===== src/rtl/display_scan_ctrl_if.sv =====
// Load handshake between a value producer and display_scan_ctrl.
// The master drives load/value; the slave (scan controller) returns ready.
interface display_scan_ctrl_if;
  logic        load;
  logic [15:0] value;
  logic        ready;

  modport master (
    output load,
    output value,
    input  ready
  );

  modport slave (
    input  load,
    input  value,
    output ready
  );
endinterface


===== src/rtl/display_scan_ctrl.sv =====
// Time-multiplexed scan controller for a 4-digit common-anode 7-segment display.
// Optional feature: define LEADING_ZERO_BLANK_EN to suppress leading zeros on digits 3..1.
module display_scan_ctrl #(
  parameter int unsigned CLK_DIV      = 50000,
  parameter int unsigned BLANK_CYCLES = 16
) (
  input  logic                clock,
  input  logic                reset_n,
  display_scan_ctrl_if.slave  bus,
  input  logic                enable,
  output logic [3:0]          number,
  output logic [3:0]          an,
  output logic                frame_tick
);

  localparam int unsigned CntW = (CLK_DIV > 2) ? $clog2(CLK_DIV) : 1;
  localparam logic [CntW-1:0] BlankLast = CntW'(BLANK_CYCLES - 1);
  localparam logic [CntW-1:0] ShowLast  = CntW'(CLK_DIV - BLANK_CYCLES - 1);

  typedef enum logic [0:0] {
    StBlank,
    StShow
  } state_e;

  state_e          state_q, state_d;
  logic [CntW-1:0] cnt_q, cnt_d;
  logic [1:0]      idx_q, idx_d;
  logic [15:0]     disp_q, disp_d;
  logic [15:0]     pend_q, pend_d;
  logic            pend_v_q, pend_v_d;
  logic [3:0]      number_q, number_d;
  logic [3:0]      an_q, an_d;
  logic            frame_tick_q, frame_tick_d;

  logic            enter_blank;
  logic            boundary;
  logic [3:0]      nib_d;
  logic [3:0]      lz_d;
  logic            show_d;

  function automatic logic [3:0] nibble(input logic [15:0] v, input logic [1:0] i);
    logic [15:0] s;
    s = v >> {i, 2'b00};
    return s[3:0];
  endfunction

  // Slot timing, digit index and frame boundary detection.
  always_comb begin
    state_d     = state_q;
    cnt_d       = cnt_q + CntW'(1);
    idx_d       = idx_q;
    enter_blank = 1'b0;
    unique case (state_q)
      StBlank: begin
        if (cnt_q == BlankLast) begin
          state_d = StShow;
          cnt_d   = '0;
        end
      end
      StShow: begin
        if (cnt_q == ShowLast) begin
          state_d     = StBlank;
          cnt_d       = '0;
          idx_d       = idx_q + 2'd1;
          enter_blank = 1'b1;
        end
      end
      default: begin
        state_d = StBlank;
        cnt_d   = '0;
      end
    endcase
    boundary = enter_blank && (idx_d == 2'd0);
  end

  // Double buffer: the pending value is promoted only at a frame boundary.
  always_comb begin
    disp_d       = disp_q;
    pend_d       = pend_q;
    pend_v_d     = pend_v_q;
    frame_tick_d = boundary;
    if (boundary && pend_v_q) begin
      disp_d   = pend_q;
      pend_v_d = 1'b0;
    end
    if (bus.load && !pend_v_q) begin
      pend_d   = bus.value;
      pend_v_d = 1'b1;
    end
  end

  // Leading-zero mask per digit, computed on the value that will be shown.
  always_comb begin
    lz_d = 4'b0000;
`ifdef LEADING_ZERO_BLANK_EN
    lz_d[3] = (disp_d[15:12] == 4'd0);
    lz_d[2] = lz_d[3] && (disp_d[11:8] == 4'd0);
    lz_d[1] = lz_d[2] && (disp_d[7:4] == 4'd0);
`endif
  end

  // Registered decoder input and anode drive, both derived from next-state values.
  always_comb begin
    nib_d    = nibble(disp_d, idx_d);
    number_d = number_q;
    if (enter_blank) begin
      number_d = nib_d;
    end
    show_d = (state_d == StShow) && enable && (nib_d <= 4'd9) && !lz_d[idx_d];
    an_d   = show_d ? ~(4'b0001 << idx_d) : 4'b1111;
  end

  always_ff @(posedge clock or negedge reset_n) begin
    if (!reset_n) begin
      state_q      <= StBlank;
      cnt_q        <= '0;
      idx_q        <= 2'd0;
      disp_q       <= 16'h0000;
      pend_q       <= 16'h0000;
      pend_v_q     <= 1'b0;
      number_q     <= 4'd0;
      an_q         <= 4'b1111;
      frame_tick_q <= 1'b0;
    end else begin
      state_q      <= state_d;
      cnt_q        <= cnt_d;
      idx_q        <= idx_d;
      disp_q       <= disp_d;
      pend_q       <= pend_d;
      pend_v_q     <= pend_v_d;
      number_q     <= number_d;
      an_q         <= an_d;
      frame_tick_q <= frame_tick_d;
    end
  end

  assign bus.ready  = ~pend_v_q;
  assign number     = number_q;
  assign an         = an_q;
  assign frame_tick = frame_tick_q;

endmodule


===== src/flat_wrapper.sv =====
// flat-port wrapper written by rule: the top's interface ports become plain ports
module display_scan_ctrl_flat 
#(
  parameter int unsigned CLK_DIV      = 50000,
  parameter int unsigned BLANK_CYCLES = 16
)
  (clock, reset_n, enable, number, an, frame_tick, bus_load, bus_value, bus_ready);
  display_scan_ctrl_if bus_i ();
  input  logic clock;
  input  logic reset_n;
  input  logic enable;
  output logic [3:0] number;
  output logic [3:0] an;
  output logic frame_tick;
  input wire logic [$bits(bus_i.load)-1:0] bus_load;
  input wire logic [$bits(bus_i.value)-1:0] bus_value;
  output wire logic [$bits(bus_i.ready)-1:0] bus_ready;
  assign bus_i.load = bus_load;
  assign bus_i.value = bus_value;
  assign bus_ready = bus_i.ready;
  display_scan_ctrl #(.CLK_DIV(CLK_DIV), .BLANK_CYCLES(BLANK_CYCLES)) u_core (.clock(clock), .reset_n(reset_n), .bus(bus_i), .enable(enable), .number(number), .an(an), .frame_tick(frame_tick));
endmodule

===== config.mk =====
export PLATFORM = sky130hd
export DESIGN_NAME = display_scan_ctrl_flat
export DESIGN_NICKNAME = d
export VERILOG_FILES = /design/src/rtl/display_scan_ctrl_if.sv /design/src/rtl/display_scan_ctrl.sv /design/src/flat_wrapper.sv
export SDC_FILE = /design/constraint.sdc
export NUM_CORES = 1
export LEC_CHECK = 0
export ABC_AREA = 1
export CAP_MARGIN = 20
export CORE_MARGIN = 4
export CORE_UTILIZATION = 48
export DETAILED_ROUTE_END_ITERATION = 16
export PLACE_DENSITY = 0.8
export SLEW_MARGIN = 30
export SYNTH_ARGS = -nofsm -noshare
export SYNTH_HDL_FRONTEND = slang
export SYNTH_SLANG_ARGS = --single-unit

===== constraint.sdc =====
create_clock -name clock -period 4.7 [get_ports clock]
set_input_delay 0.94 -clock clock [delete_from_list [all_inputs] [get_ports clock]]
set_output_delay 0.94 -clock clock [all_outputs]
set_load 0.01 [all_outputs]

==> run metrics <==
Least-Margin Pin Slew=739 ps; register area share after synthesis=0.544; worst-skew pair later-pin latency=around 350 ps; CTS Sinks=61; fillers=464; power per cell area=322 nW/µm²; post-DR vias/cell=5.13; worst-path fanout max=10; vias in the first global route=approximately 2100; max-slew violations=0; GPL Wtd Cong=0.884; worst vdd ir=between 0.15 and 0.2 mV; nets=355; largest net degree at the start of global routing=62; internal cell power=858 µW; IO Port Bufs=29; Resized cells post-CTS=0; first-pass GRT wire length=between 9000 and 10000 µm; sequential share of power=0.499; Setup TNS=0 ps; overall power=about 1100 µW; mean post-synth cell area=9.49 µm²; Tcrit/Tclk final=0.549; H-tree levels=3; RSZ-0062 raised after global routing=false; hold violation total from the final report=0; logic gate share of total power=0.035; family with the most delay on the worst path=buffers and inverters; Cells after DPL=395; area delta synth->final=20.0%; WP data arrival=1640 ps; Slew Limit Headroom=0.507; worst slack at placement=roughly 2200 ps; Netlist cell types=33; Yosys reg bits=61; max-cap check violation count=0; Post-CTS Setup Bufs=0; Synth Flop Type=dfrtp_1; status=complete, no violations; global route total overflow=0; Worst setup SP type=register; Initial DRC Count=179; yosys warns=0; Post-Syn Nets=318; Critical Path Max Stage Delay=570 ps; asr flop ratio synth=1.00; fmax=0.387 GHz; I/O pins=30; Post-synth EDFFs=0; DR pass1 iterations=7; DIE AREA=between 7000 and 8000 µm²; gr usage total=0.166; Routed Antenna Nets=0; DR WL/cell=around 13 µm; Post-Syn Instances=about 300; core area=5610 µm²; Worst-path clk slew=around 70 ps; Crit path required time=around 3800 ps; CP max stage cell=clkdlybuf4s50_1; DR vias=2108; Setup-failing EPs final=0; initial antenna violation count=0; Vert. Die Dim=~85 µm; drt drc=0; Initial Util=0.502; worst hold margin=between 400 and 500 ps; Worst Setup Path Type=reg2out; Final Critical Period=approximately 2600 ps; CTS tree=done; final instance count without filler cells=411; min setup slack post-route=2120 ps; hold_buf cts=0; Clock Power Share=0.466; CP bufs+invs=2; CP endpoint kind=primary output; clock skew=10.4 ps; sw power=between 200 and 250 µW; Root Buffer Master=clkbuf_8; Routed WL=5450 µm; Leak=0.00172 µW; share of layout cells above drive strength 1=0.198; total CTS buffers=9; DP Wirelength=3850 µm; die width=84.6 µm; # diodes=0; mapped cell area=2820 µm²; Bufs on Longest Clock Path=2; Rows=27; Net Sw Frac=0.212; hold crit path type=reg2reg; critical-path cell list=inv_1 > clkdlybuf4s50_1
-- cells by family (layout without fill, tap and decap cells) --
| group | after synthesis | after routing | share of synthesized area |
|---|---|---|---|
| XOR/XNOR | 5 | 5 | 0.0155 |
| AND/OR/NAND/NOR | 161 | 161 | 0.284 |
| flip-flops | 61 | 61 | 0.544 |
| buffers and inverters | 37 | 79 | 0.0564 |
| multiplexers | 16 | 16 | 0.0639 |
| AO/OA/AOI/OAI | 16 | 16 | 0.0320 |
| adder cells (fa/ha/maj) | 1 | 1 | 0.00444 |
-- metrics by stage --
stage                      util  area, µm²
after detailed placement  0.564       3170
final                     0.603       3380
after global routing      0.603       3380
after CTS                 0.603       3380
after floorplan               -       2820
after global placement    0.564       3170
-- sequential cells by signal (all words and copies together), names as in the netlist --
| signal | cells |
|---|---|
| u_core.frame_tick | 1 |
| u_core.number | 4 |
| u_core.pend_v_q | 1 |
| u_core.pend_q | 16 |
| u_core.disp_q | 16 |
| u_core.idx_q | 2 |
| u_core.state_q | 1 |
| u_core.an | 4 |
| u_core.cnt_q | 16 |
-- synthesized netlist by cell type (all sizes together) (2+ instances only) --
| library cell | count | area, µm² |
|---|---|---|
| nand2 | 87 | 347 |
| dfrtp | 57 | 1430 |
| nor2 | 37 | 194 |
| inv | 33 | 124 |
| mux2 | 16 | 180 |
| nand3 | 14 | 103 |
| nand4 | 12 | 90.1 |
| o21ai | 9 | 45.0 |
| dfstp | 4 | 105 |
| xor2 | 4 | 35.0 |
| buf | 3 | 21.3 |
| nor3 | 3 | 15.0 |
| or2 | 3 | 18.8 |
| a21oi | 2 | 10.0 |
| a31oi | 2 | 12.5 |
| nor3b | 2 | 15.0 |
| o21a | 2 | 15.0 |
-- power groups by stage --
stage	clock, µW	combinational [µW]	sequential [µW]
after floorplan	0	11.0	552
after detailed placement	0	39.2	554
after CTS	513	39.4	544
after global routing	547	43.4	545
final	507	38.2	544
after global placement	0	38.4	553
-- cells in the final DEF, fill, tap and decap left out, types with 2 or more instances in the layout --
cell and instances:
bufinv_16 2, xor2_1 4, inv_1 30, a21oi_1 2, nand3_1 9, nor2_2 7, clkbuf_8 9, mux2_2 16
clkinvlp_4 3, nand4_1 11, nor3_1 3, or2_2 3, a31oi_1 2, nor2_4 5, nand2_2 5, inv_2 3
nand2_1 81, nand3_2 4, dfstp_2 4, nor2_1 25, o21ai_0 9, nor3b_1 2, dfrtp_1 57, clkdlybuf4s50_1 28
o21a_1 2
-- routing by layer --
metal | GRT usage | up-vias | part of all wire
met5 | 0 | - | 0
met4 | 0.0820 | 0 | 0.020
li1 | - | 1028 | -
met1 | 0.219 | 1026 | 0.46
met2 | 0.253 | 44 | 0.47
met3 | 0.0461 | 10 | 0.052
-- worst register-to-register path, stage by stage (launching register included) --
cell and delay [ps]:
dfrtp_1 370, ha_1 210, nand3_2 130, inv_1 130
nand3_2 90, nor2_4 180, nand4_4 260, nand2_1 170
nand2_1 80, nand2_1 60, nand2_1 50, nor2_1 190
nand2_1 90, nand2_2 90, nand3_1 90
-- area by class of cell --
cell class | instances | area, µm² | share of cell area
inverter | 33 | 124 | 0.0366
clock inverter | 6 | 87.6 | 0.0259
clock buffer | 10 | 128 | 0.0377
tap | 72 | 90.1 | 0.0266
timing repair buffer | 30 | 293 | 0.0866
sequential | 61 | 1530 | 0.453
multi-input combinational | 199 | 1130 | 0.333
-- worst paths after layout --
| kind | start | end | slack (ps) | cells past startpoint |
|---|---|---|---|---|
| worst max-delay path | u_core.pend_v_q$_DFFE_PN0P_ | bus_ready | 2120 | 2 |
| worst min-delay path | u_core.cnt_q[0]$_DFF_PN0_ | u_core.cnt_q[0]$_DFF_PN0_ | 460 | 1 |
| worst max register to register | u_core.cnt_q[0]$_DFF_PN0_ | u_core.an[0]$_DFF_PN1_ | 2430 | 14 |
| worst min register to register | u_core.cnt_q[0]$_DFF_PN0_ | u_core.cnt_q[0]$_DFF_PN0_ | 460 | 1 |
| max in group asynchronous | reset_n | u_core.pend_q[15]$_DFFE_PN0P_ | 3480 | 2 |
| min in group asynchronous | reset_n | u_core.number[3]$_DFFE_PN0P_ | 750 | 2 |
Power figures use the tool's default switching activity.
